[src/rtl/int_div_unit.sv]
// Multicycle radix-2 restoring divider for RV32M DIV/DIVU/REM/REMU.
// Optional DIV_EARLY_OUT_EN: divide-by-zero and signed overflow skip the iteration phase.
module int_div_unit #(
  parameter int XLEN  = 32,
  parameter int CNT_W = 5
) (
  input  logic            clk,
  input  logic            reset_n,
  input  logic            p_start,
  input  logic [1:0]      op,
  input  logic [XLEN-1:0] rs1_data,
  input  logic [XLEN-1:0] rs2_data,
  input  logic [4:0]      rd_in,
  input  logic            flush,
  output logic            div_unit_busy,
  output logic            p_last,
  output logic [XLEN-1:0] result,
  output logic [4:0]      rd_out
);

  localparam logic [1:0] S_IDLE = 2'd0;
  localparam logic [1:0] S_CALC = 2'd1;
  localparam logic [1:0] S_FIX  = 2'd2;
  localparam logic [1:0] S_DONE = 2'd3;

  localparam logic [CNT_W-1:0] CNT_LAST = CNT_W'(XLEN - 1);
  localparam logic [XLEN-1:0]  INT_MIN  = {1'b1, {(XLEN-1){1'b0}}};

  logic [1:0]       state;
  logic [CNT_W-1:0] cnt;

  logic [1:0]       op_q;
  logic [4:0]       rd_q;
  logic [XLEN-1:0]  dvsr_q;
  logic [XLEN-1:0]  quo_q;
  logic [XLEN-1:0]  rem_q;
  logic             neg_q_q;
  logic             neg_r_q;
  logic             spec_q;
  logic [XLEN-1:0]  spec_res_q;

  // Magnitude of a signed operand; INT_MIN maps onto itself, read as unsigned.
  function automatic logic [XLEN-1:0] mag(input logic [XLEN-1:0] v, input logic is_sgn);
    return (is_sgn && v[XLEN-1]) ? (~v + 1'b1) : v;
  endfunction

  function automatic logic [XLEN-1:0] cond_neg(input logic [XLEN-1:0] v, input logic neg);
    return neg ? (~v + 1'b1) : v;
  endfunction

  logic            acc_sgn;
  logic            acc_div0;
  logic            acc_ovf;
  logic            acc_spec;
  logic [XLEN-1:0] acc_spec_res;
  logic            accept;

  always_comb begin
    acc_sgn      = ~op[0];
    acc_div0     = (rs2_data == '0);
    acc_ovf      = acc_sgn && (rs1_data == INT_MIN) && (rs2_data == '1);
    acc_spec     = acc_div0 | acc_ovf;
    acc_spec_res = '0;
    if (acc_div0)
      acc_spec_res = op[1] ? rs1_data : '1;
    else if (acc_ovf)
      acc_spec_res = op[1] ? '0 : INT_MIN;
  end

  assign accept = (state == S_IDLE) && p_start && !flush;

  // One restoring step: shift {rem, quo}, trial-subtract on XLEN+1 bits.
  logic        [XLEN:0] rem_sh;
  logic signed [XLEN:0] trial;
  logic                 trial_ok;

  always_comb begin
    rem_sh   = {rem_q, quo_q[XLEN-1]};
    trial    = $signed(rem_sh) - $signed({1'b0, dvsr_q});
    trial_ok = ~trial[XLEN];
  end

  logic [XLEN-1:0] fix_res;

  always_comb begin
    if (spec_q)
      fix_res = spec_res_q;
    else if (op_q[1])
      fix_res = cond_neg(rem_q, neg_r_q);
    else
      fix_res = cond_neg(quo_q, neg_q_q);
  end

  // Control: state, counter and the architecturally visible outputs.
  always_ff @(posedge clk) begin
    if (!reset_n) begin
      state  <= S_IDLE;
      cnt    <= '0;
      result <= '0;
      rd_out <= '0;
    end else if (flush) begin
      state <= S_IDLE;
    end else begin
      case (state)
        S_IDLE: begin
          if (p_start) begin
            cnt <= '0;
`ifdef DIV_EARLY_OUT_EN
            // Special cases already hold their answer; go straight to the result register.
            state <= acc_spec ? S_FIX : S_CALC;
`else
            state <= S_CALC;
`endif
          end
        end
        S_CALC: begin
          cnt <= cnt + 1'b1;
          if (cnt == CNT_LAST)
            state <= S_FIX;
        end
        S_FIX: begin
          result <= fix_res;
          rd_out <= rd_q;
          state  <= S_DONE;
        end
        default: state <= S_IDLE;
      endcase
    end
  end

  // Datapath: operands latched on accept, iterated during CALC.
  always_ff @(posedge clk) begin
    if (accept) begin
      op_q       <= op;
      rd_q       <= rd_in;
      dvsr_q     <= mag(rs2_data, acc_sgn);
      quo_q      <= mag(rs1_data, acc_sgn);
      rem_q      <= '0;
      neg_q_q    <= acc_sgn & (rs1_data[XLEN-1] ^ rs2_data[XLEN-1]);
      neg_r_q    <= acc_sgn & rs1_data[XLEN-1];
      spec_q     <= acc_spec;
      spec_res_q <= acc_spec_res;
    end else if (state == S_CALC) begin
      rem_q <= trial_ok ? trial[XLEN-1:0] : rem_sh[XLEN-1:0];
      quo_q <= {quo_q[XLEN-2:0], trial_ok};
    end
  end

  assign div_unit_busy = (state != S_IDLE);
  assign p_last        = (state == S_DONE);

endmodule

[config.mk]
export PLATFORM = sky130hd
export DESIGN_NAME = int_div_unit
export DESIGN_NICKNAME = d
export VERILOG_FILES = /design/src/rtl/int_div_unit.sv
export SDC_FILE = /design/constraint.sdc
export NUM_CORES = 1
export LEC_CHECK = 0
export BUFFER_PORTS_ARGS = -buffer_cell sky130_fd_sc_hd__buf_2
export CORE_MARGIN = 10
export CORE_UTILIZATION = 51
export CTS_CLUSTER_DIAMETER = 120
export DETAILED_ROUTE_END_ITERATION = 8
export GPL_TIMING_DRIVEN = 0
export PLACE_DENSITY_LB_ADDON = 0.3
export REMOVE_ABC_BUFFERS = 1
export SKIP_CTS_REPAIR_TIMING = 1
export SLEW_MARGIN = 20
export SYNTH_ARGS = -nofsm -noshare
export SYNTH_HDL_FRONTEND = slang
export SYNTH_SLANG_ARGS = --single-unit
[constraint.sdc]
create_clock -name clk -period 7.4 [get_ports clk]
set_clock_uncertainty 0.15 [all_clocks]
set_input_delay 0.37 -clock clk [delete_from_list [all_inputs] [get_ports clk]]
set_output_delay 0.37 -clock clk [all_outputs]
set_load 0.005 [all_outputs]
# After elaboration in Yosys (flattened, before gate mapping)
# Index checks and enable logic that the tools add are counted.
# word_totals
ff_bits	182
input_bits	75
wordCells	73
# op_classes
add_sub_neg	6
n_eq_ne	8
n_mux	18
n_bitwise	12
reduce_logical	16
# op_table
cell	n
32-bit 2-to-1 mux	13
32-bit by 1-bit adder with 32-bit output, second input constant	4
32-bit inverter	4
32-bit == test, second input constant	2
33-bit subtractor	1
32-bit zero test	1
5-bit case mux with 2 select lines	1
1-bit logical AND	6
2-bit case mux with 3 select lines	1
2-bit nonzero test	3
5-bit by 1-bit adder with 5-bit output, second input constant	1
5-bit == test, second input constant	1
5-bit 2-to-1 mux	1
2-bit == test, second input constant	2
2-bit 2-to-1 mux	2
2-bit != test, second input constant	2
1-bit inverter	4
2-bit AND reduction	2
3-bit AND reduction	1
1-bit AND	2
2-bit by 1-bit == test with 1-bit output, second input constant	1
2-bit zero test	1
2-bit OR reduction	1
1-bit zero test	1
2 further kinds	2

# Logic depth before layout (Yosys ltp)
# Gate-level depths: netlist of the first run.
# depth
depth_word	5
mapped_depth	13
mapped_depth_nobuf	12

# Worst setup path before layout of the first run
# OpenSTA, ideal clock, no wires.
# synth_path
path_kind	register -> register
start	reg state[0]
end	reg quo_q[1] (data pin)
setup_ns	0.385
arrival_time_ns	3.538
t_required_ns	6.865
setup_slack_ns	3.327
path_stages_with_launch	9
n_path_buf	2
period_less_slack_ns	4.073
cell_sequence	dfxtp_1 > inv_1 > ha_1 > nand2_1 > or2_2 > clkbuf_1 > inv_1 > clkbuf_1 > a31oi_1
# synth_via
elab_chain_cells	4
# synth_rtl
item	line	source
start: declaration	29	logic [1:0] state;
start signal: assignment	97	state <= S_IDLE;
start signal: assignment	102	state <= S_IDLE;
start signal: assignment	112	state <= S_CALC;
2-bit zero test	70	assign accept = (state == S_IDLE) && p_start && !flush;
1-bit logical AND (2 in series)	70	
via accept	56	logic accept;
32-bit 2-to-1 mux	133	if (accept) begin
end signal: assignment	137	quo_q <= mag(rs1_data, acc_sgn);
end signal: assignment	145	quo_q <= {quo_q[XLEN-2:0], trial_ok};
end: declaration	35	logic [XLEN-1:0] quo_q;
# The timed path passes the listed nets, and every way through them passes these cells.
# A chain may end at the register's enable or synchronous reset.

# Worst setup path in the final report of the first run
# layout_path
start	reg rem_q[4]
end	reg rem_q[6]
# layout_via
elab_chain_cells	2
# layout_rtl
item	line	source
start: declaration	36	logic [XLEN-1:0] rem_q;
start signal: assignment	144	rem_q <= trial_ok ? trial[XLEN-1:0] : rem_sh[XLEN-1:0];
33-bit subtractor	79	trial = $signed(rem_sh) - $signed({1'b0, dvsr_q});
32-bit 2-to-1 mux	144	
# Every way passes these cells.

==> results of run 1 <==
==> kinds of logic after synthesis <==
group / count (synthesis)
mux: 34
buf+inv: 159
flops: 181
fa+ha+maj: 45
simple gates: 370
xor+xnor: 152
compound gates: 415
==> power breakdown <==
group	switching (W)	leakage, nW	internal (W)
clock network	0.000462	0.287	0.000453
logic	0.000547	3.79	0.000416
registers	0.000115	1.60	0.00116
==> cells in the mapped netlist, drive strengths merged, types with 24 or more instances <==
| cell type | n | area [um^2] |
|---|---|---|
| a21oi | 138 | 691 |
| nand2 | 119 | 447 |
| o31ai | 26 | 195 |
| mux2i | 34 | 340 |
| xor2 | 54 | 473 |
| ha | 44 | 551 |
| xnor2 | 98 | 877 |
| edfxtp | 105 | 3150 |
| inv | 89 | 334 |
| dfxtp | 76 | 1520 |
| o21ai | 121 | 606 |
| nand4 | 24 | 150 |
| clkbuf | 65 | 244 |
| nor3 | 24 | 125 |
| nor2 | 87 | 327 |
==> flip-flops by register name, summed over array words and instances, names as in the netlist, 2 cells and up <==
signal and flops:
cnt 5, quo_q 32, rd_q 5, dvsr_q 32, spec_res_q 32, result 32
rem_q 32, state 2, rd_out 5
==> path summary, 6_finish.rpt <==
check / from / to / slack, ns / cells after the start
max: rem_q[4] / rem_q[6] / 3.56 / 11
min: rs2_data[0] / dvsr_q[0] / 0.04 / 1
max reg2reg: rem_q[4] / rem_q[6] / 3.56 / 11
min reg2reg: rd_out[4] / rd_out[4] / 0.32 / 2
==> stage by stage <==
step                      power, W  setup slack (ns)  hold WS, ns  cell area, um^2  util (%)
after floorplan            0.00197              3.50        0.309            11600         -
after global routing       0.00333              3.43       0.0277            13400      59.0
final                      0.00315              3.56       0.0401            13400      59.0
after detailed placement   0.00224              3.68        0.309            12800      56.2
after global placement     0.00220              1.90        0.299            12500      55.1
after CTS                  0.00316              3.60      -0.0716            13400      58.7
==> routing by layer <==
metal / global-route usage [%] / share of wire [%]
met1: 25.1 / 44
met5: 0 / 0
met4: 7.47 / 2.7
met2: 34.0 / 49
met3: 3.75 / 5.0
==> final cells by class <==
class / instances / area (um^2)
Clock buffer: 17 / 425
Clock inverter: 15 / 161
Fill cell: 2013 / 9350
Inverter: 89 / 337
Multi-Input combinational cell: 1016 / 6590
Sequential cell: 181 / 4670
Tap cell: 313 / 392
Timing Repair Buffer: 130 / 846
==> run summary, run 1 <==
Total GRT Usage - 20.2%
Reg clk slew, reported paths - 0.07 ns
diode count - 0
largest net degree at the start of global routing - 63
Detailed Route Iter0 Violations - 705
post-synthesis xor/xnor area fraction - 11.4%
RSZ-0062 raised after global routing - false
Max stage delay on crit path - 0.66 ns
Post-synth ARST share - 0%
PortBufs - 113
pins over their slew limit - 0
NumNets Final - 1,555
critical path class - flop to flop
Avg Cell Area, Syn - 8.75 um^2
CP Capture Type - flop
Detail Route Antenna Nets - 0
setup tns final - 0 ns
worst path cell trace - ha_1 -> a21o_1 -> or3_1 -> o211ai_2 -> nand3_2 -> a2111oi_2 -> nor3_2 -> xnor2_4 -> buf_16 -> mux2i_1 -> a21oi_1
most common cell after layout, fill and taps aside - a21oi_1
CTS tree - done
Rows - 55
adder-cell share of the synthesized area - 4.81%
clock insertion delay at the later pin of the skew report - 0.44 ns
post-synthesis simple-gate area fraction - 15.0%
CTS sink count - 181
sequential area share after synthesis - 39.4%
core area - 22,800 um^2
leakage - 5.67 nW
Crit Path Max Fanout - 19
hpwl dp - 23,000 um
delay-heaviest family, CP - compound AO/OA/AOI/OAI gates
dominant combinational cell family by area after synthesis - compound AO/OA/AOI/OAI gates
layout cells sized above 1 - 12.0%
count of cell types in the netlist - 60
Placer Congestion - 0.917
area delta synth->final - 13.2%
endpoints failing setup - 0
maximum vdd drop - 180 uV
vias post-DR - 10,300
Buf/Inv on CP - 1
Critical Path AT - 4.01 ns
Final Hold Vio Count - 0
Tcrit/Tclk final - 51.9%
vias in the first global route - 10,200
Die Wd - 173 um
CP Data Required Time - 7.57 ns
H-tree levels - 4
Main synth FF type - edfxtp_1
compound-gate portion of the synthesized area - 21.4%
Slowest-stage cell, CP - xnor2_4
via/cell ratio - 5.83
number of synthesized flops with an enable pin - 105
status - completed
HP Class - input port to flop
Max transition margin - 31.5%
crit start category - flop
I/O pins - 114
CTS root buffer - clkbuf_16
clock buffer depth - 2
Overflow after GRT - 0
PD cells - 235 nW/um^2
chip height - 173 um
post-synthesis mux area share - 2.87%
drt wl/cell - 17.5 um
Yosys reg bits - 181
Starting Density - 52.1%
most frequent cells in the layout - a21oi_1 (138), o21ai_0 (121), nand2_1 (118)
final worst path period need - 3.84 ns
Post-Syn Area - 11,900 um^2
first-pass GRT wire length - 50,500 um
TritonCTS buffer count - 17
Final Non-Filler Cells - 1,761
fmax - 260 MHz
antenna violations before repair - 0
worst slew pin tran - 1.03 ns
Cells after Synth - 1,356
Synth warnings - 0
Post-route DRC - 0
routed wire length - 30,900 um
max cap viols - 0
cell total after placement - 1,724
Die ar. - 29,800 um^2
drt pass-1 iters - 7
(Power assumes the default switching activity.)
==> run 2: changes to the inputs <==
--- a/config.mk
+++ b/config.mk
@@ -5,6 +5,7 @@
 export SDC_FILE = /design/constraint.sdc
 export NUM_CORES = 1
 export LEC_CHECK = 0
+export ABC_AREA = 1
 export BUFFER_PORTS_ARGS = -buffer_cell sky130_fd_sc_hd__buf_2
 export CORE_MARGIN = 10
 export CORE_UTILIZATION = 51
==> constraint.sdc (replaced) <==
create_clock -name clk -period 3.45 [get_ports clk]
set_clock_uncertainty 0.15 [all_clocks]
set_input_delay 0.1725 -clock clk [delete_from_list [all_inputs] [get_ports clk]]
set_output_delay 0.1725 -clock clk [all_outputs]
set_load 0.005 [all_outputs]
==> run 2 against run 1 <==
Effect of this change: the flow now finishes with violations (hold timing); worst setup slack got worse by 3.3 ns; cell count rose by 50%; sequential cell count unchanged; synthesized cell count rose by 61%; die area up 16%; via count increased by 39%; global-route usage is 5.3 points higher; register-to-register slack worse by 3.2 ns; combinational power grew 14%; critical path type is now input port to flop; largest power group unchanged.
==> run summary, run 2 <==
Rows - 60 (+9.1%)
most frequent cells in the layout - nand2_1 (663), inv_1 (324), nor2_1 (269)
antenna violations before repair - 0 (unchanged)
area delta synth->final - 12.5%
fill count - 2,619 (+30%)
vias post-DR - 14,300 (+39%)
worst path cell trace - dlygate4sd3_1 -> buf_2 -> inv_1 -> nand3_1 -> nor2_2 -> nand3_2 -> nor2_2 -> nand4_1 -> nor2_2 -> nand3_2 -> o21ai_1 -> nand2_1 -> nand2_1
vias in the first global route - 12,900 (+27%)
first-pass GRT wire length - 69,500 um (+38%)
Cells after Synth - 2,187 (+61%)
layout cells sized above 1 - 10.0% (-2.0 points)
HP Class - input port to flop
PD cells - 351 nW/um^2 (+50%)
Worst Hold Slack - -0.0450 ns (-0.0851 ns)
most frequent CP cell - nor2_2
Die ar. - 34,600 um^2 (+16%)
I/O pins - 114 (unchanged)
Tcrit/Tclk final - 92.3%
Post-route DRC - 0 (unchanged)
Clk pwr share - 34.9% (+5.9 points)
leakage - 8.01 nW (+41%)
Die Wd - 186 um (+7.8%)
Max stage delay on crit path - 0.66 ns (about the same)
CTS tree - done
pins over their slew limit - 0 (unchanged)
worst slew pin tran - 0.988 ns (-0.0387 ns)
sequential area share after synthesis - 33.3% (-6.1 points)
via/cell ratio - 5.40 (-7.4%)
clock insertion delay at the later pin of the skew report - 0.45 ns (about the same)
max cap viols - 0 (unchanged)
failing checks - hold timing
Detail Route Antenna Nets - 0 (unchanged)
Detailed Route Iter0 Violations - 1,557 (+120%)
Max transition margin - 34.1% (+2.6 points)
clock buffer depth - 2 (unchanged)
endpoints failing setup - 0 (unchanged)
chip height - 186 um (+7.8%)
most frequent cell after synthesis - nand2_1
Crit Path Max Fanout - 32 (+13)
Overflow after GRT - 0 (unchanged)
Post-Syn Area - 14,000 um^2 (+18%)
Post-synth ARST share - 0% (unchanged)
P_int - 0.00373 W (+84%)
Starting Density - 51.9% (-0.15 points)
number of synthesized flops with an enable pin - 105 (unchanged)
delay-heaviest family, CP - simple AND/OR/NAND/NOR gates
post-layout util - 58.4% (-0.54 points)
CP Data Required Time - 3.63 ns (-3.94 ns)
flip-flop and latch area - 4670 um^2 (unchanged)
TritonCTS buffer count - 17 (unchanged)
count of cell types in the netlist - 49 (-18%)
NumNets Final - 2,416 (+55%)
PortBufs - 113 (unchanged)
CP Capture Type - flop
Final Hold Vio Count - 21 (+21)
routed wire length - 45,100 um (+46%)
Sequential Power Share - 45.3% (+4.9 points)
Synth area leader - edfxtp_1
Main synth FF type - edfxtp_1
share of the synthesized area in the top cell type - 22.5% (-4.1 points)
Design Area, Final - 15,800 um^2 (+18%)
CTS root buffer - clkbuf_16
crit start category - input port
final worst path period need - 3.18 ns
Slowest-stage cell, CP - nand3_2
multi-input gate area in the final layout - 7840 um^2 (+19%)
critical path class - input port to flop
dominant cells by area after synthesis - edfxtp_1 (22%), nand2_1 (18%), dfxtp_1 (11%)
Placer Congestion - 0.973 (+6.1%)
Critical Path AT - 3.36 ns (-0.65 ns)
Yosys reg bits - 181 (unchanged)
Buf/Inv on CP - 3 (+2)
Psw - 0.00182 W (+61%)
Sw Ratio - 32.7% (-2.9 points)
fmax - 314 MHz
core area - 27,000 um^2 (+19%)
Comb power frac - 19.8% (-11 points)
maximum vdd drop - 265 uV (+47%)
CTS sink count - 181 (unchanged)
Total GRT Usage - 25.5% (+5.3 points)
placed cell areas - 14,900 um^2 (+16%)
Synth warnings - 0 (unchanged)
Avg Cell Area, Syn - 6.42 um^2 (-27%)
largest net degree at the start of global routing - 87 (+38%)
drt pass-1 iters - 7 (unchanged)
H-tree levels - 4 (unchanged)
status - finished with violations
most common cell after layout, fill and taps aside - nand2_1
diode count - 0 (unchanged)
Synth top cells by count - nand2_1 (663), inv_1 (328), nor2_1 (272)
Reg clk slew, reported paths - 0.09 ns (+0.02 ns)
drt wl/cell - 17.0 um (-2.9%)
hpwl dp - 35,400 um (+54%)
==> run 2: cell count changes after synthesis, sizes merged, moves of 16 or more <==
cell | before | now
a211oi | 23 | 0
a21oi | 138 | 106
buf | 5 | 21
clkbuf | 65 | 41
inv | 89 | 334
mux2i | 34 | 0
nand2 | 119 | 693
nand2b | 20 | 1
nand3 | 22 | 224
nor2 | 87 | 280
o21ai | 121 | 102
o31ai | 26 | 4
xnor2 | 98 | 19
==> run 2: metal layers <==
layer | track usage [%] | share of wire [%] | routed length, um | vias to the layer above
li1 | - | - | - | 7154
met1 | 35.3 | 46 | 20600 | 6582
met2 | 41.2 | 46 | 20700 | 507
met3 | 2.38 | 6.1 | 2740 | 69
met4 | 7.42 | 2.5 | 1110 | 0
met5 | 0 | 0 | 0 | -
==> run 2: area by class of cell <==
cell class,instances,area share [%]
multi-input combinational,1610,49.6
sequential,181,29.6
inverter,335,8.01
timing repair buffer,151,6.47
clock buffer,19,2.75
tap,341,2.70
clock inverter,13,0.832
==> run 2: path summary, 6_finish.rpt <==
kind                                  start             end  slack [ns]  cells past startpoint
worst max-delay path            rs2_data[3]  spec_res_q[31]        0.27                     13
worst min-delay path            rs2_data[5]       dvsr_q[5]       -0.04                      3
worst max register to register     state[0]       quo_q[25]        0.38                      7
worst min register to register    result[5]       result[5]        0.31                      2
==> run 2: cell families after synthesis <==
logic type               after synthesis  synth area share [%]
buffers and inverters                397                  11.1
XOR/XNOR                              60                  3.74
adder cells (fa/ha/maj)               45                  4.06
AND/OR/NAND/NOR                     1275                  39.0
flip-flops                           181                  33.3
AO/OA/AOI/OAI                        229                  8.74
==> run 2: stage by stage <==
| step | TNS [ns] | hold WS, ns | power [W] | std cells | worst slack (ns) |
|---|---|---|---|---|---|
| after floorplan | -161.54 | 0.112 | 0.00320 | 2125 | -2.29 |
| after global placement | -490.32 | 0.199 | 0.00356 | 2579 | -5.30 |
| after detailed placement | -3.19 | 0.201 | 0.00360 | 2586 | -0.104 |
| after CTS | -3.81 | -0.257 | 0.00550 | 2618 | -0.127 |
| after global routing | -0.0161 | 0.000812 | 0.00575 | 2650 | -0.0161 |
| final | 0 | -0.0450 | 0.00555 | 2650 | 0.266 |
==> run 2: worst min-delay path: stages <==
cell	delay [ns]
buf_2	0.09
inv_1	0.05
xor2_1	0.13
==> run 2: power groups by stage <==
| stage | combinational [W] | clock [W] | sequential, W |
|---|---|---|---|
| floorplan | 0.000675 | 0 | 0.00253 |
| global placement | 0.000991 | 0 | 0.00257 |
| detailed placement | 0.00104 | 0 | 0.00256 |
| CTS | 0.00105 | 0.00194 | 0.00251 |
| global route | 0.00121 | 0.00202 | 0.00252 |
| finish | 0.00110 | 0.00194 | 0.00251 |
